===== src/rtl/idli_slice_alu.sv =====
// Slice-serial ALU/comparator: operands arrive LS slice first, result slices appear 1 cycle later,
// flag pulses with the last slice. No backpressure: one slice is accepted every cycle it is presented.
module idli_slice_alu #(
  parameter int SLICE_W    = 4,
  parameter int NUM_SLICES = 4
) (
  input  logic               i_clk,
  input  logic               i_rst,
  input  logic               i_start,
  input  logic [2:0]         i_op,
  input  logic [2:0]         i_cmp_op,
  input  logic [SLICE_W-1:0] i_lhs,
  input  logic [SLICE_W-1:0] i_rhs,
  output logic [SLICE_W-1:0] o_res,
  output logic               o_valid,
  output logic               o_last,
  output logic               o_flag,
  output logic               o_flag_valid
);

  localparam int CW = ($clog2(NUM_SLICES) < 1) ? 1 : $clog2(NUM_SLICES);
  localparam logic [CW-1:0] LAST_IDX = CW'(NUM_SLICES - 1);

  typedef enum logic {IDLE, BUSY} state_t;

  state_t            state_q, state_d;
  logic [CW-1:0]     cnt_q, cnt_d;
  logic [2:0]        op_q, op_d;
  logic [2:0]        cmp_q, cmp_d;
  logic              carry_q, carry_d;
  logic              fcarry_q, fcarry_d;
  logic              zero_q, zero_d;

  logic [SLICE_W-1:0] res_q;
  logic               valid_q, last_q, flag_q, fvld_q;

  logic               accept, is_last, is_sub, cin, fcin, zin;
  logic [2:0]         op_eff, cmp_eff;
  logic [CW-1:0]      idx;
  logic [SLICE_W-1:0] b_opnd, res;
  logic [SLICE_W:0]   sum, fsum;
  logic               fz, fn, fc, fv, flag;

  always_comb begin
    accept  = i_start | (state_q == BUSY);
    op_eff  = i_start ? i_op : op_q;
    cmp_eff = i_start ? i_cmp_op : cmp_q;
    idx     = i_start ? '0 : cnt_q;
    is_last = accept && (idx == LAST_IDX);
    is_sub  = (op_eff == 3'd4);

    // A start always seeds fresh chains, which is also what makes abort-restart clean.
    cin     = i_start ? is_sub : carry_q;
    fcin    = i_start ? 1'b1   : fcarry_q;
    zin     = i_start ? 1'b1   : zero_q;

    b_opnd  = is_sub ? ~i_rhs : i_rhs;
    sum     = {1'b0, i_lhs} + {1'b0, b_opnd} + {{SLICE_W{1'b0}}, cin};
    fsum    = {1'b0, i_lhs} + {1'b0, ~i_rhs} + {{SLICE_W{1'b0}}, fcin};

    fz = zin & (fsum[SLICE_W-1:0] == '0);
    fn = fsum[SLICE_W-1];
    fc = fsum[SLICE_W];
    fv = (i_lhs[SLICE_W-1] ^ i_rhs[SLICE_W-1]) & (i_lhs[SLICE_W-1] ^ fn);

    res = sum[SLICE_W-1:0];
    case (op_eff)
      3'd1:    res = i_lhs & i_rhs;
      3'd2:    res = i_lhs | i_rhs;
      3'd3:    res = i_lhs ^ i_rhs;
      default: res = sum[SLICE_W-1:0];
    endcase

    flag = 1'b1;
    case (cmp_eff)
      3'd0:    flag = fz;
      3'd1:    flag = ~fz;
      3'd2:    flag = fn ^ fv;
      3'd3:    flag = ~fc;
      3'd4:    flag = ~(fn ^ fv);
      3'd5:    flag = fc;
      default: flag = 1'b1;
    endcase
  end

  always_comb begin
    state_d  = state_q;
    cnt_d    = cnt_q;
    op_d     = op_q;
    cmp_d    = cmp_q;
    carry_d  = carry_q;
    fcarry_d = fcarry_q;
    zero_d   = zero_q;
    if (accept) begin
      op_d     = op_eff;
      cmp_d    = cmp_eff;
      carry_d  = sum[SLICE_W];
      fcarry_d = fc;
      zero_d   = fz;
      if (is_last) begin
        state_d = IDLE;
        cnt_d   = '0;
      end else begin
        state_d = BUSY;
        cnt_d   = idx + 1'b1;
      end
    end
  end

  always_ff @(posedge i_clk) begin
    if (i_rst) begin
      state_q  <= IDLE;
      cnt_q    <= '0;
      op_q     <= '0;
      cmp_q    <= '0;
      carry_q  <= 1'b0;
      fcarry_q <= 1'b0;
      zero_q   <= 1'b0;
      res_q    <= '0;
      valid_q  <= 1'b0;
      last_q   <= 1'b0;
      flag_q   <= 1'b0;
      fvld_q   <= 1'b0;
    end else begin
      state_q  <= state_d;
      cnt_q    <= cnt_d;
      op_q     <= op_d;
      cmp_q    <= cmp_d;
      carry_q  <= carry_d;
      fcarry_q <= fcarry_d;
      zero_q   <= zero_d;
      valid_q  <= accept;
      last_q   <= is_last;
      fvld_q   <= is_last;
      if (accept)  res_q  <= res;
      if (is_last) flag_q <= flag;
    end
  end

  assign o_res        = res_q;
  assign o_valid      = valid_q;
  assign o_last       = last_q;
  assign o_flag       = flag_q;
  assign o_flag_valid = fvld_q;

endmodule


===== config.mk =====
export PLATFORM = sky130hd
export DESIGN_NAME = idli_slice_alu
export DESIGN_NICKNAME = d
export VERILOG_FILES = /design/src/rtl/idli_slice_alu.sv
export SDC_FILE = /design/constraint.sdc
export NUM_CORES = 1
export LEC_CHECK = 0
export ABC_AREA = 1
export BUFFER_PORTS_ARGS = -buffer_cell sky130_fd_sc_hd__clkbuf_2
export CAP_MARGIN = 40
export CORE_MARGIN = 8
export CORE_UTILIZATION = 35
export CTS_BUF_LIST = sky130_fd_sc_hd__clkbuf_16
export DETAILED_ROUTE_END_ITERATION = 8
export HOLD_SLACK_MARGIN = 0.05
export PLACE_DENSITY = 0.54
export SETUP_SLACK_MARGIN = 0.5
export SLEW_MARGIN = 20
export SYNTH_ARGS = -nofsm -noshare
export SYNTH_HDL_FRONTEND = slang
export SYNTH_SLANG_ARGS = --single-unit

===== constraint.sdc =====
create_clock -name i_clk -period 2.65 [get_ports i_clk]
set_input_delay 0.3975 -clock i_clk [delete_from_list [all_inputs] [get_ports i_clk]]
set_output_delay 0.3975 -clock i_clk [all_outputs]
set_load 0.005 [all_outputs]

==> results of run 1 <==
==> sequential cells by signal, summed over array words and instances (netlist names) <==
name	cells
cnt_q	2
zero_q	1
op_q	3
fcarry_q	1
o_res	4
o_valid	1
cmp_q	3
o_flag_valid	1
carry_q	1
state_q	1
o_flag	1
==> cells in the mapped netlist <==
| library cell | instances |
|---|---|
| a211oi_1 | 1 |
| a21o_1 | 1 |
| a21oi_1 | 13 |
| a221oi_1 | 1 |
| buf_4 | 1 |
| buf_6 | 2 |
| clkbuf_1 | 1 |
| dfxtp_1 | 19 |
| fa_1 | 5 |
| ha_1 | 15 |
| inv_1 | 34 |
| inv_2 | 2 |
| nand2_1 | 33 |
| nand2_4 | 5 |
| nand3_1 | 14 |
| nand3b_1 | 2 |
| nand4_1 | 9 |
| nand4_4 | 1 |
| nor2_1 | 18 |
| nor2_2 | 1 |
| nor3_1 | 1 |
| nor3b_1 | 1 |
| o21ai_0 | 12 |
| o21ai_1 | 2 |
| or2_2 | 1 |
| xor2_1 | 4 |
==> final cells by class <==
class	instances	area share, %
multi-input cells	140	52.22
flip-flops and latches	19	19.64
repair buffers	40	13.46
inverters	36	7.341
clock buffers	3	3.863
well taps	50	3.220
clock inverters	1	0.2576
==> cell families after synthesis <==
logic type	Yosys count	synth area share [%]
AND/OR/NAND/NOR	86	29.69
adder cells (fa/ha/maj)	20	19.62
AO/OA/AOI/OAI	30	10.84
buffers and inverters	40	11.52
XOR/XNOR	4	2.389
flip-flops	19	25.94
==> repair_timing <==
item,4_1_cts,5_1_grt
setup endpoints to repair,4,5
setup buffers,2,10
pin swaps,0,17
gates resized for setup,2,22
==> per-layer routing <==
metal | GRT usage, % | up-vias | wire length, um
li1 | - | 719 | -
met1 | 15.70 | 606 | 1750
met2 | 15.88 | 31 | 1595
met3 | 2.097 | 4 | 162
met4 | 6.429 | 0 | 82
met5 | 0 | - | 0
==> per-stage QoR <==
step / utilization (%) / setup WS [ps] / instances
3_5_place_dp: 41.80 / 97.10 / 273
4_1_cts: 44.25 / 489.3 / 279
5_1_grt: 48.23 / 364.1 / 289
6_report: 48.23 / 481.9 / 289
2_1_floorplan: - / 427.1 / 199
3_3_place_gp: 41.80 / 167.4 / 273
==> worst reg2reg max path, stage by stage, from the launching register on <==
cell	delay, ps
dfxtp_2	310
inv_2	50
nand2_2	50
fa_2	430
a221oi_4	270
fa_1	430
nor3b_4	170
nand3_2	70
nand2_1	50
nand3_1	60
nand3_1	70
nand2_1	60
inv_1	30
==> worst paths after layout <==
path | start | endpoint | slack [ps] | depth (start not counted)
worst min register to register | state_q | cnt_q[0] | 450 | 1
worst max-delay path | i_start | o_res[2] | 480 | 14
worst min-delay path | state_q | cnt_q[0] | 450 | 1
worst max register to register | fcarry_q | o_flag | 500 | 12
==> where the power goes <==
| part | total, mW | switching, mW | leakage (nW) | internal [mW] |
|---|---|---|---|---|
| clock | 0.313 | 0.111 | 0.0409 | 0.202 |
| combinational | 0.322 | 0.180 | 0.779 | 0.142 |
| sequential | 0.318 | 0.00847 | 0.157 | 0.309 |
==> results by stage, run 1 <==
Status:
- The run finished with clean final reports.

Placed design:
- The estimated wirelength of the detail-placed design is 2.688 mm.
- In this run the cell area measured after placement is 1684 um2.
- At the end of routability-driven placement, the weighted congestion stood at 0.8097.
- Buffers placed on the I/O ports in this run total 24.

Global routing:
- Global routing finished with a remaining overflow of 0.
- The initial antenna violation count was 0.
- The first global-routing pass estimated 5.747 mm of wire.
- The via count of the first global-routing pass is 1,190.
- Entering global routing, the biggest net connects 15 pins.
- The combined global-route utilization of all metal layers is 11.29%.

Synthesis:
- The gate count of the mapped netlist is 199.
- Yosys printed 0 warnings.
- The mean instance size in the synthesized netlist is 7.369 um2.
- The share of the synthesized area in the top cell type is 25.94%.
- By area the synthesized netlist is led by dfxtp_1 26%, ha_1 13%, inv_1 8.7%.
- Summing the sequential cell areas from Yosys gives 25.94% of the chip area.
- The synthesized design spends more area on one cell type than any other, namely dfxtp_1.
- The post-synth net total is 236.
- The synthesized netlist occupies a cell area of 1466 um2.
- The number of unique standard cell types used by synthesis is 26.
- The synthesized flop and latch total is 19.

Floorplanning:
- The overall die height is 80.73 um.
- Pin placement for this block handled 25 I/O pins.
- The floorplan step defined a die boundary enclosing 6517 um2.
- The die is 80.73 um wide.
- The count of standard-cell rows is 23.
- The core area is 4029 um2.
- For this configuration, the core starts out at a cell density of 36.40%.

Setup path:
- The top fanout value on the critical path is 5.
- STA classifies the critical path startpoint as an input port.
- The signal on the critical path passes through buf_8 > buf_8 > nand2_4 > nand2_4 > inv_4 > nand4_4 > xor2_2 > fa_2 > fa_2 > nand2_1 > inv_1 > o21ai_1 > nand2_1 > a21oi_1.
- The slowest library cell on the worst path is fa_2.
- On the worst path, the slowest cell contributes a delay of 420 ps.
- The worst setup path is of the in2reg kind.
- The endpoint required time on the critical path is 2830 ps.
- The family with the most delay on the worst path is adder cells.
- STA puts the critical path data arrival time at 2350 ps.
- The buffers plus inverters on the worst setup path is 4.
- The endpoint kind of the worst setup timing path is a register.

Finish:
- The number of antenna diodes in the final layout is 0.
- Leaving out fill and tap cells, the most frequent cells in the layout are 30 x inv_1, 30 x nand2_1, 23 x clkbuf_2, 18 x dfxtp_1, 17 x nor2_1.
- The footprint of the flip-flops and latches is 381.6 um2.
- The area growth from synthesis to layout is 32.51%.
- Summing all multi-input logic gate instances after layout gives 1015 um2.
- The total of fill cells in the finished design is 410.
- The fraction of final layout cells with drive strength greater than 1 is 30.96%.
- The number of nets in the layout is 277.
- With fillers left out, the area of the finished cells amounts to 1943 um2.

Detailed routing:
- The via count of the routed design is 1,360.
- The pre-antenna-repair detailed-routing pass consisted of 4 iterations.
- The wire length after detailed routing is 3.590 mm.
- The final routed DRC violation total is 0.
- The count of nets left with antenna violations once routing finished came out at 0.
- Dividing the detail-routed wire length by the instance count gives 12.42 um.
- The ratio of routed vias to standard cells is 4.706.
- The DRC marker count from the first detailed-route iteration is 69.

Timing:
- The worst-case headroom to the max-slew limit is 73.15%.
- The sum of negative setup slack is 0 ps.
- The final critical-path required period is 2168 ps.
- For the final database, setup skew stands at 0.9971 ps.
- Setup repair after global routing could not meet its margin everywhere.
- The max-slew violation total from the final report was 0.
- The tightest hold margin is 447.5 ps.
- Timing would allow up to 461.2 MHz.
- The actual slew at the worst max-slew pin is 402.3 ps.
- After layout, the worst path uses 81.81% of the clock period.
- Setup violations remaining at the end of the flow were counted as 0.
- The final number of hold-violating endpoints came to 0.

Run:
- The number of max-capacitance violations reported is 0.

Clock tree:
- The clock insertion delay at the later pin of the skew report is 250 ps.
- After clock tree synthesis, the clock-pin slew on the worst setup and hold paths is 50 ps.
- The longest clock path from root to sink contains 2 buffers.
- The number of hold buffers added after CTS is 0.
- The root cell of the clock tree is clkbuf_16.
- The TritonCTS buffer count is 3.
- For this design, the sink count on the clock tree is 19.
- The clock tree from TritonCTS is built.
- In this run the number of H-tree levels came out at 1.

Power and ir drop:
- The worst voltage drop across the vdd grid is 300.8 uV.
- The total power per unit cell area is 490.3 nW/um2.
- The leakage power figure is 0.9770 nW.
- The total power consumption of the routed design is 952.7 uW.

Hold path:
- In this run the worst hold path is classified as reg2reg.
No activity file was read; power rests on OpenSTA's default activity.
==> run 2: changes to the inputs <==
==> constraint.sdc (replaced) <==
create_clock -name i_clk -period 2.09 [get_ports i_clk]
set_input_delay 0.3135 -clock i_clk [delete_from_list [all_inputs] [get_ports i_clk]]
set_output_delay 0.3135 -clock i_clk [all_outputs]
set_load 0.005 [all_outputs]
==> run 2 against run 1 <==
Combinational power up 39%. Sequential cell count unchanged. The run now ends with negative setup slack left. Non-clock buffer count up 20. Largest cell class unchanged. Clock-buffer cell count unchanged. Design area up 8.2%. Global-route usage up 0.90 points. Sequential share of layout area down 1.5 points. Sequential power up 27%. Die area unchanged. First-iteration DRC count down 13%. Routed wire length up 4.1%.
==> results by stage, run 2 (synthesized netlist as in run 1, its figures left out) <==
Timing:
- The final number of hold-violating endpoints is 0.
- Clock skew on the completed layout was measured at 2.231 ps.
- Setup repair after global routing could not meet its margin everywhere.
- The max-slew violation total from the final report is 0.
- Measured against its own limit, the worst slew margin works out to 73.59%.
- Static timing analysis puts the maximum clock frequency at 476.5 MHz.
- The smallest clock period supported by the final layout is computed as 2099 ps.
- Dividing the final minimum period by the clock period gives 100.4%.
- For the pin with the worst max-slew slack, the measured transition is 392.0 ps.
- In the post-route analysis, the smallest setup slack over all paths is -8.795 ps.
- Setup violations remaining at the end of the flow were counted as 2.

Finish:
- The commonest non-fill, non-tap cell in the layout is buf_4.
- The area growth from synthesis to layout is 43.35%.
- The number of nets in the layout is 297.
- The register with the most flip-flops in the layout has 4 of them.
- Leaving out fill and tap cells, the most frequent cells in the layout are 34 x buf_4, 28 x inv_1, 24 x nand2_1, 23 x clkbuf_2, 18 x dfxtp_1.
- The post-route standard cell area excluding fillers is 2102 um2.
- In the final layout, the share of cells above drive strength 1 is 40.54%.
- After filler insertion, the fill cell instance count of the layout stands at 407.
- 0 antenna diodes ended up in the layout.

Floorplanning:
- For this configuration, the core starts out at a cell density of 36.40%.
- The number of top-level pins is 25.
- The horizontal extent of the die is 80.73 um.
- The overall die height is 80.73 um.
- The die covers 6517 um2.
- The core region is 4029 um2.
- The count of standard-cell rows is 23.

Global routing:
- The via count of the first global-routing pass came to 1,413.
- Global routing finished with a remaining overflow of 0.
- The global routing usage on met1 is 16.40%.
- The pin count of the biggest net entering global routing is 15.
- The combined global-route utilization of all metal layers is 12.19%.
- The wire length of the first global-routing pass is 6.334 mm.
- For this run, global-route usage on met2 was measured as 19.25%.
- The most crowded layer after global routing is met2.
- For met3 alone, demand over resource in global routing was 3.311%.
- The initial antenna violation count is 0.

Clock tree:
- The clock edge transition at the registers on the reported setup and hold paths is 50 ps.
- Clock tree synthesis inserted a total of 3 buffers.
- For the worst-skew pair, the clock arrives at the later sink with an insertion delay of 250 ps.
- The clock tree from TritonCTS is built.
- The tree is rooted in a clkbuf_16.
- The number of buffers between clock root and the deepest sink is 2.
- CTS saw 19 sinks.
- In this run the number of H-tree levels came out at 1.
- For this design, the CTS-stage hold fixing added 0 buffers.

Run:
- The number of max-capacitance violations reported is 0.

Detailed routing:
- The final layout contains routed wiring with a total length of 3.737 mm.
- Dividing the detail-routed via count by the number of cells gives 4.576.
- The via count of the routed design is 1,414.
- The pre-antenna-repair detailed-routing pass consisted of 4 iterations.
- The detail route stage leaves a number of antenna-violating nets equal to 0.
- In the final routed layout, each cell accounts on average for 12.09 um.
- After detailed routing, the number of remaining DRC violations is 0.
- The DRC marker count from the first detailed-route iteration is 60.

Power and ir drop:
- For this design the ratio of total power to cell area is 590.4 nW/um2.
- The clock network is responsible for 31.5% of the overall power.
- The total power consumption of the routed design is 1.241 mW.
- The total internal power is 855.0 uW.
- The part of the total power dissipated in combinational logic is 35.9%.
- The analysis attributes to net switching a power of 386.1 uW.
- The worst voltage drop across the vdd grid is 481.2 uV.
- The sequential cell fraction of total power is 32.6%.
- The leakage power figure is 1.061 nW.
- Net switching is 31.11% of the power.

Setup path:
- The endpoint arrival time on the critical path is 2280 ps.
- The endpoint kind of the worst setup timing path is a register.
- The worst setup path is launched from a register.
- The setup path with the least slack is of type reg2reg.
- The endpoint required time on the critical path is 2270 ps.
- The top fanout value on the critical path is 2.

Placed design:
- Once detailed placement completed, the half-perimeter wirelength came to 3.031 mm.
- Input and output buffers added on the ports amount to 24.
- Routability-driven placement finished with a final weighted congestion of 0.8352.
- The area of placed instances is 1894 um2.

Hold path:
- In this run the worst hold path is classified as in2reg.

Status:
- The final reports fail on negative setup slack.
- The flow ran to the end, but the final reports show violations.
-- run 2: changes by cell type in the layout (fill, tap and decap cells not counted), sizes merged --
cell	previous run	this run
buf	17	36
clkbuf	26	27
clkinvlp	0	1
inv	36	35
-- run 2: cell type report --
class / instances / area, um2 / area share (%)
Clock buffer: 3 / 75.07 / 3.571
Clock inverter: 1 / 5.005 / 0.2381
Inverter: 36 / 151.4 / 7.202
Multi-Input combinational cell: 140 / 1020 / 48.51
Sequential cell: 19 / 381.6 / 18.15
Tap cell: 50 / 62.56 / 2.976
Timing Repair Buffer: 60 / 406.6 / 19.35
-- run 2: metal layers --
layer  vias up  share of wire, %
li1        761                 -
met1       623                49
met2        25                45
met3         5               5.1
met4         0              0.56
met5         -                 0
-- run 2: path summary, 6_finish.rpt --
check	startpoint	to	slack, ps	cells after the start
worst min-delay path	i_rst	zero_q	440	2
worst max-delay path	fcarry_q	zero_q	-9	10
worst min register to register	state_q	cnt_q[0]	450	1
worst max register to register	fcarry_q	zero_q	-9	10
-- run 2: per-stage QoR --
| stage | hold WS, ps | TNS [ps] | utilization, % | instances | worst slack (ps) |
|---|---|---|---|---|---|
| final | 441.2 | -10.34 | 52.17 | 309 | -8.795 |
| after CTS | 432.0 | -46.77 | 51.02 | 306 | -46.77 |
| after global routing | 469.7 | -314.4 | 52.17 | 309 | -142.5 |
| after floorplan | 392.0 | -85.64 | - | 199 | -43.55 |
| after detailed placement | 443.7 | -1364 | 47.02 | 298 | -288.4 |
| after global placement | 443.0 | -1198 | 47.02 | 298 | -297.1 |
-- run 2: critical path, stage by stage (launching register included) --
cell     delay [ps]
dfxtp_1         300
inv_2            60
nand2_2          50
fa_2            360
buf_4           150
fa_2            410
nor3b_2         210
nand3_1         120
buf_4           150
buf_4           120
a21oi_1         100
-- run 2: power groups by stage --
stage / Combinational (mW) / Sequential [mW] / Clock, mW
6_report: 0.446 / 0.405 / 0.390
5_1_grt: 0.500 / 0.408 / 0.427
4_1_cts: 0.425 / 0.404 / 0.409
3_5_place_dp: 0.390 / 0.411 / 0
3_3_place_gp: 0.386 / 0.412 / 0
2_1_floorplan: 0.247 / 0.411 / 0
-- run 2: what timing repair did --
action,4_1_cts,5_1_grt
gates resized for setup,18,6
setup buffers,4,3
pin swaps,6,6
endpoints found under the setup margin,8,8
